## src/rtl/i2s_pkg.sv

```systemverilog
// Shared types and constants for the I2S output controller.
package i2s_pkg;
  localparam int SAMPLE_W    = 16;
  localparam int BITS_PER_CH = 16;
  localparam int FRAME_BITS  = 2 * BITS_PER_CH;

  typedef struct packed {
    logic [SAMPLE_W-1:0] left;
    logic [SAMPLE_W-1:0] right;
  } frame_t;
endpackage

```

## src/rtl/i2s_frame_fifo.sv

```systemverilog
// Stereo frame buffer: power-of-two depth, first-word-fall-through read port.
module i2s_frame_fifo
  import i2s_pkg::*;
#(
  parameter int DEPTH = 4
) (
  input  logic       clk,
  input  logic       rst,
  input  logic       push,
  input  logic       pop,
  input  frame_t     wr_data,
  output frame_t     rd_data,
  output logic [4:0] level,
  output logic       full,
  output logic       empty
);
  localparam int AW = $clog2(DEPTH);

  frame_t         mem [DEPTH];
  logic [AW-1:0]  wr_ptr;
  logic [AW-1:0]  rd_ptr;

  assign rd_data = mem[rd_ptr];
  assign full    = (level == 5'(DEPTH));
  assign empty   = (level == 5'd0);

  // Pointers wrap naturally because DEPTH is a power of two.
  always_ff @(posedge clk or posedge rst) begin
    if (rst) begin
      wr_ptr <= '0;
      rd_ptr <= '0;
      level  <= 5'd0;
    end else begin
      if (push) wr_ptr <= wr_ptr + AW'(1);
      if (pop)  rd_ptr <= rd_ptr + AW'(1);
      level <= level + {4'd0, push} - {4'd0, pop};
    end
  end

  always_ff @(posedge clk) begin
    if (push) mem[wr_ptr] <= wr_data;
  end
endmodule

```

## src/rtl/i2s_ctrl.sv

```systemverilog
// I2S transmit controller: Bclk/Wclk generation and per-frame sample scheduling.
module i2s_ctrl
  import i2s_pkg::*;
#(
  parameter int BCLK_DIV   = 4,
  parameter int FIFO_DEPTH = 4
) (
  input  logic                clk,
  input  logic                rst,
  input  logic                enable,
  input  logic [SAMPLE_W-1:0] in_left,
  input  logic [SAMPLE_W-1:0] in_right,
  input  logic                in_valid,
  output logic                in_ready,
  output logic [SAMPLE_W-1:0] DLeft,
  output logic [SAMPLE_W-1:0] DRight,
  output logic                Bclk,
  output logic                Wclk,
  output logic [4:0]          fifo_level,
  output logic                underrun,
  output logic [7:0]          underrun_cnt,
  input  logic                clear_underrun
);
  localparam logic [7:0] DIV_TC  = 8'(BCLK_DIV - 1);
  localparam logic [4:0] LAST_BIT = 5'(FRAME_BITS - 1);

  logic [7:0] divider;
  logic [4:0] bit_cnt;
  logic [4:0] bit_cnt_nxt;
  logic       tc;
  logic       boundary;
  logic       push;
  logic       pop;
  logic       fifo_full;
  logic       fifo_empty;
  frame_t     wr_frame;
  frame_t     rd_frame;

  assign tc          = enable && (divider == DIV_TC);
  assign boundary    = tc && Bclk && (bit_cnt == LAST_BIT);
  assign bit_cnt_nxt = bit_cnt + 5'd1;
  assign in_ready    = !fifo_full;
  assign push        = in_valid && in_ready;
  assign pop         = boundary && !fifo_empty;
  assign wr_frame    = '{left: in_left, right: in_right};

  i2s_frame_fifo #(
    .DEPTH(FIFO_DEPTH)
  ) u_fifo (
    .clk    (clk),
    .rst    (rst),
    .push   (push),
    .pop    (pop),
    .wr_data(wr_frame),
    .rd_data(rd_frame),
    .level  (fifo_level),
    .full   (fifo_full),
    .empty  (fifo_empty)
  );

  // Bit and word clocks; Wclk only moves on a Bclk falling toggle.
  always_ff @(posedge clk or posedge rst) begin
    if (rst) begin
      divider <= 8'd0;
      Bclk    <= 1'b0;
      bit_cnt <= 5'd0;
      Wclk    <= 1'b0;
    end else if (!enable) begin
      divider <= 8'd0;
      Bclk    <= 1'b0;
      bit_cnt <= 5'd0;
      Wclk    <= 1'b0;
    end else if (tc) begin
      divider <= 8'd0;
      Bclk    <= ~Bclk;
      if (Bclk) begin
        bit_cnt <= bit_cnt_nxt;
        Wclk    <= bit_cnt_nxt[4];
      end
    end else begin
      divider <= divider + 8'd1;
    end
  end

  // Sample registers and underrun accounting, updated on frame boundaries.
  always_ff @(posedge clk or posedge rst) begin
    if (rst) begin
      DLeft        <= '0;
      DRight       <= '0;
      underrun     <= 1'b0;
      underrun_cnt <= 8'd0;
    end else begin
      underrun <= boundary && fifo_empty;
      if (boundary) begin
        if (fifo_empty) begin
          DLeft  <= '0;
          DRight <= '0;
        end else begin
          DLeft  <= rd_frame.left;
          DRight <= rd_frame.right;
        end
      end
      if (clear_underrun) begin
        underrun_cnt <= 8'd0;
      end else if (boundary && fifo_empty && (underrun_cnt != 8'hFF)) begin
        underrun_cnt <= underrun_cnt + 8'd1;
      end
    end
  end
endmodule

```

## config.mk

```make
export PLATFORM = sky130hd
export DESIGN_NAME = i2s_ctrl
export DESIGN_NICKNAME = d
export VERILOG_FILES = /design/src/rtl/i2s_pkg.sv /design/src/rtl/i2s_frame_fifo.sv /design/src/rtl/i2s_ctrl.sv
export SDC_FILE = /design/constraint.sdc
export NUM_CORES = 1
export LEC_CHECK = 0
export CAP_MARGIN = 20
export CORE_ASPECT_RATIO = 1.5
export CORE_MARGIN = 2
export CORE_UTILIZATION = 58
export CTS_BUF_LIST = sky130_fd_sc_hd__clkbuf_4
export DETAILED_ROUTE_END_ITERATION = 16
export PLACE_DENSITY_LB_ADDON = 0.12
export SLEW_MARGIN = 20
export SYNTH_ARGS = -nofsm -noshare
export SYNTH_HDL_FRONTEND = slang
export SYNTH_SLANG_ARGS = --single-unit
```

## constraint.sdc

```tcl
create_clock -name clk -period 4 [get_ports clk]
set_input_delay 1 -clock clk [delete_from_list [all_inputs] [get_ports clk]]
set_output_delay 1 -clock clk [all_outputs]
set_load 0.01 [all_outputs]
```

-- After elaboration in Yosys (flattened, before gate mapping)
Memories as Yosys holds them, arrays and structs flattened.
Cells that the tools add are included.
- flip-flop bits (word level): 65
- bits in latches: 0
- RAM bits: 128
- bits in read-only memories: 0
- input port bits: 37
- output and inout bits: 49
- logic and storage cells: 54
- memories kept: 1
- memories (name ; words ; width ; rd ports ; clocked after Yosys merged registers in ; wr ports ; RTL line ; text):
    u_fifo.mem ; 4 ; 32 ; 1 ; 0 ; 1 ; i2s_frame_fifo.sv:19 ; frame_t mem [DEPTH];
- add/sub/neg operators: 7
- multiply operators: 0
- divide/modulo/power cells: 0
- order comparisons: 0
- equal/unequal tests: 6
- shift-type cells: 0
- mux-type cells: 16
- bitwise logic cells: 1
- reduce and logical (&&, ||, !) cells: 12
- operators by type and width (operator ; count):
    $mux W16 ; 2
    $mux W8 ; 4
    $add A8 B1 Y8 const B ; 2
    $mux W5 ; 3
    $eq A8 B2 Y1 const B ; 1
    $ne A8 B8 Y1 const B ; 1
    $logic_and A1 B1 Y1 ; 7
    $mux W1 ; 7
    $add A5 B1 Y5 ; 1
    $add A5 B1 Y5 const B ; 1
    $eq A5 B3 Y1 const B ; 1
    $eq A5 B5 Y1 const B ; 1
    $logic_not A5 Y1 ; 1
    $sub A5 B1 Y5 ; 1
    $add A2 B1 Y2 const B ; 2
    $ne A2 B1 Y1 const B ; 2
    $logic_not A1 Y1 ; 2
    $reduce_and A2 Y1 ; 1
    $reduce_bool A2 Y1 ; 1
    $not A1 Y1 ; 1

-- Depth between registers and ports, before layout
- word-level depth: 8
- gate-level depth with buffers: 15
- gate-level depth less buffers: 13

-- By module
From an unflattened synthesis, not the netlist that was laid out.
- cells, all modules: 474
- area, all modules: 7724.9 um^2
- by module, submodules not included (module ; times used ; cells each ; area each (um^2) ; sequential area each (um^2)):
    i2s_frame_fifo ; 1 ; 218 ; 5215.0 ; 4068.9
    i2s_ctrl ; 1 ; 256 ; 2509.9 ; 1376.3

-- Least setup slack after synthesis
OpenSTA, ideal clock, no wires.
- path type: input-to-reg
- start point: input port enable
- end point: register u_fifo.level[4]
- library setup time: 0.123 ns
- arrival: 2.867 ns
- data required time: 3.877 ns
- setup slack: 1.010 ns
- stages on the path: 12
- path buffers: 2
- cells stage by stage: and3_1 and4b_1 buf_2 buf_2 ha_1 inv_1 ha_1 fa_1 a21oi_1 nor2_1 nor2_1 xnor2_1
- longest elaborated chain between the ends: 5
- RTL lines (item ; RTL line ; text):
    from (decl) ; i2s_ctrl.sv:10 ; input logic enable,
    $logic_and A1 B1 Y1 ; i2s_ctrl.sv:39 ; assign tc = enable && (divider == DIV_TC);
    $logic_and A1 B1 Y1 (2 in a row) ; i2s_ctrl.sv:40 ; assign boundary = tc && Bclk && (bit_cnt == LAST_BIT);
    $logic_and A1 B1 Y1 ; i2s_ctrl.sv:44 ; assign pop = boundary && !fifo_empty;
    named net pop ; i2s_ctrl.sv:33 ; logic pop;
    $sub A5 B1 Y5 ; i2s_frame_fifo.sv:36 ; level <= level + {4'd0, push} - {4'd0, pop};
    to (signal assigned) ; i2s_frame_fifo.sv:36 ;
    to (decl) ; i2s_frame_fifo.sv:13 ; output logic [4:0] level,
The timed path passes the listed nets, and every way through them passes these cells.
A chain may end at the register's enable or synchronous reset.

-- Worst setup path in the final report
- start point: register u_fifo.level[3]
- end point: output port in_ready
- longest elaborated chain between the ends: 2
- RTL lines (item ; RTL line ; text):
    $eq A5 B3 Y1 ; i2s_frame_fifo.sv:24 ; assign full = (level == 5'(DEPTH));
    $logic_not A1 Y1 ; i2s_ctrl.sv:42 ; assign in_ready = !fifo_full;
    to (decl) ; i2s_ctrl.sv:14 ; output logic in_ready,
No other way between the ends.

==> reports/results.ini <==
[timing]
worstMarginPinSlew_ps=918
skew_ps=27.9
max_freq_ghz=0.341
drv_slew=0
setup_viol=0
tns_ps=0
fin_crit_ps=2930
post-route-period-util_pct=73.3
finalHoldViolCount=0
rsz0062_at_grt=false
slew_headroom_pct=38.8

[detailed_routing]
first_pass_iters=4
drt_iter0_drc=227
route.vias.total=3934
post_drt_via_cell_ratio=5.92
postRouteAntennaNets=0
wl_um=13600
wire_per_inst_um=20.5
drc=0

[synth]
ys_seq_area_share_pct=73.2
synth.net_count=456
synthTopCellsByCount=128 x edfxtp_1, 64 x dfrtp_1, 32 x a22o_1, 32 x mux4_2, 14 x ha_1
synth.largest_area_cell=edfxtp_1
synth.most_common_cell=edfxtp_1
yosysUniqueCellTypes=37
async_flop_share_pct=33.3
synth.avg_cell_area_um2=18.4
synth_flop_cell=edfxtp_1
synth_seq_cells=192
synth_edf_count=128
synth.top_cell.area_share_pct=51.7
postSynthCellCount=404
syn_area_mm2=0.00744
synth.area.top_cells=edfxtp_1 52%, dfrtp_1 22%, mux4_2 9.7%
ys_warn_count=0

[clock_tree]
root_buffer=clkbuf_4
cts_buffers=17
cts_tree=built
clkTransAtPathRegs_ps=160
cts_resized=0
htree_levels=4
clock_latency_ps=550
clock_path_buffers=2
cts_setup_buffers=0
clock_sinks=192
holdBufCountCts=0

[worst_setup_path]
critPathMaxFanout=6
worstSetupPathType=reg -> out
cp.required_ps=3000
end_kind=output port
cp-start-kind=flip-flop
worstPathArrival_ps=1930

[placement]
hpwl_um=8310
place.gp.congestion=0.700
io_buffers=85
placed_cells=632

[floorplanning]
ios=86
die_y_um=143
dieArea_mm2=0.0138
start_util_pct=59.5
chipWidth_um=96.5
fp-row-count=50
placeableCoreArea_mm2=0.0125

[global_routing]
grt_use_total_pct=21.7
grt_max_degree=35
grt_pass1_vias=4303
overflow=0
grt_antenna_before_repair=1
grt_pass1_wl_um=21700

[layout]
num-fill-cells=849
finalNetCount=547
final_cells=665
area_growth_pct=17.9
drive_above_1_share_pct=15.6

[run]
cap_violations=0

[power_and_ir_drop]
leakage_nw=3.22
power_density_mw_per_mm2=482
peakVddDrop_uv=327

[outcome]
status=completed

[min_path]
hold_path_class=reg -> reg

==> worst paths after layout <==
kind	from	to	slack [ps]	depth (start not counted)
min in group asynchronous	rst	u_fifo.level[4]	870	2
hold / removal	divider[0]	divider[0]	490	1
max in group asynchronous	rst	DLeft[3]	2480	3
setup / recovery	u_fifo.level[3]	in_ready	1070	4
hold reg to reg	divider[0]	divider[0]	490	1
setup reg to reg	bit_cnt[0]	u_fifo.level[4]	1110	13
==> layout by cell type, fill, tap and decap left out, drive strengths merged, types with 2 or more instances in the layout <==
cell and instances:
a21oi 9, and2 5, and3 10, bufinv 2, and4b 2, nand4 3
clkinvlp 2, buf 5, nor2 10, a22o 32, inv 19, clkdlybuf4s50 85
nor4b 2, xor2 7, edfxtp 128, dfrtp 64, nand3 9, o21ai 3
nor2b 2, nor3 5, o31ai 4, mux4 32, and4 3, or3 3
mux2i 2, nand2 8, or4 3, clkbuf 17, ha 14, clkinv 3
xnor2 9
==> registers in the layout (all words and copies together), names as in the netlist, 2 cells and up <==
name / count
underrun_cnt: 8
divider: 8
DRight: 16
u_fifo.rd_ptr: 2
bit_cnt: 4
u_fifo.level: 5
DLeft: 16
u_fifo.mem: 128
u_fifo.wr_ptr: 2
==> logic make-up (layout without fill, tap and decap cells) <==
family,count (synthesis),after routing,synth area share [%]
and+or+nand+nor,66,66,5.31
DFF,192,192,73.2
buffers and inverters,29,133,1.61
xor gates and xnor gates,16,16,1.88
adders and majority gates,15,15,2.62
muxes,35,35,10.1
AOI/OAI and AO/OA,51,51,5.26
other,0,1,0
==> power breakdown <==
| part | internal (mW) | switching [mW] |
|---|---|---|
| Combinational | 0.261 | 0.355 |
| Clock | 0.393 | 0.669 |
| Sequential | 2.46 | 0.0953 |
| Total | 3.11 | 1.12 |
==> stage by stage <==
| stage | hold slack [ps] | power (mW) | utilization, % | cell area [um^2] | setup slack, ps |
|---|---|---|---|---|---|
| finish | 491 | 4.23 | 70.1 | 8770 | 1070 |
| global route | 539 | 4.44 | 70.1 | 8770 | 758 |
| CTS | 503 | 4.28 | 70.1 | 8770 | 1020 |
| detailed placement | 485 | 3.23 | 67.7 | 8470 | 539 |
| global placement | 476 | 3.19 | 67.7 | 8470 | 570 |
| floorplan | 448 | 2.95 | - | 7440 | 1010 |
==> final cells by class <==
class | instances | area (um^2) | area share [%]
diodes | 1 | 2.50 | 0.0285
clock buffers | 17 | 128 | 1.45
clock inverters | 15 | 171 | 1.95
inverters | 11 | 41.3 | 0.471
multi-input cells | 183 | 1890 | 21.5
flip-flops and latches | 192 | 5450 | 62.1
well taps | 156 | 195 | 2.23
repair buffers | 90 | 901 | 10.3
==> worst max-delay path, cell delays in order (launching register included) <==
cell             delay, ps
dfrtp_1                420
inv_1                   70
ha_1                   190
nand2_1                130
clkdlybuf4s50_1        560
==> per-layer routing <==
metal	share of wire, %	vias up	global-route usage, %
li1	-	1782	-
met1	38	2022	25.8
met2	55	114	38.6
met3	5.2	16	4.75
met4	1.5	0	7.04
met5	0	-	0
No activity file was read; power rests on OpenSTA's default activity.
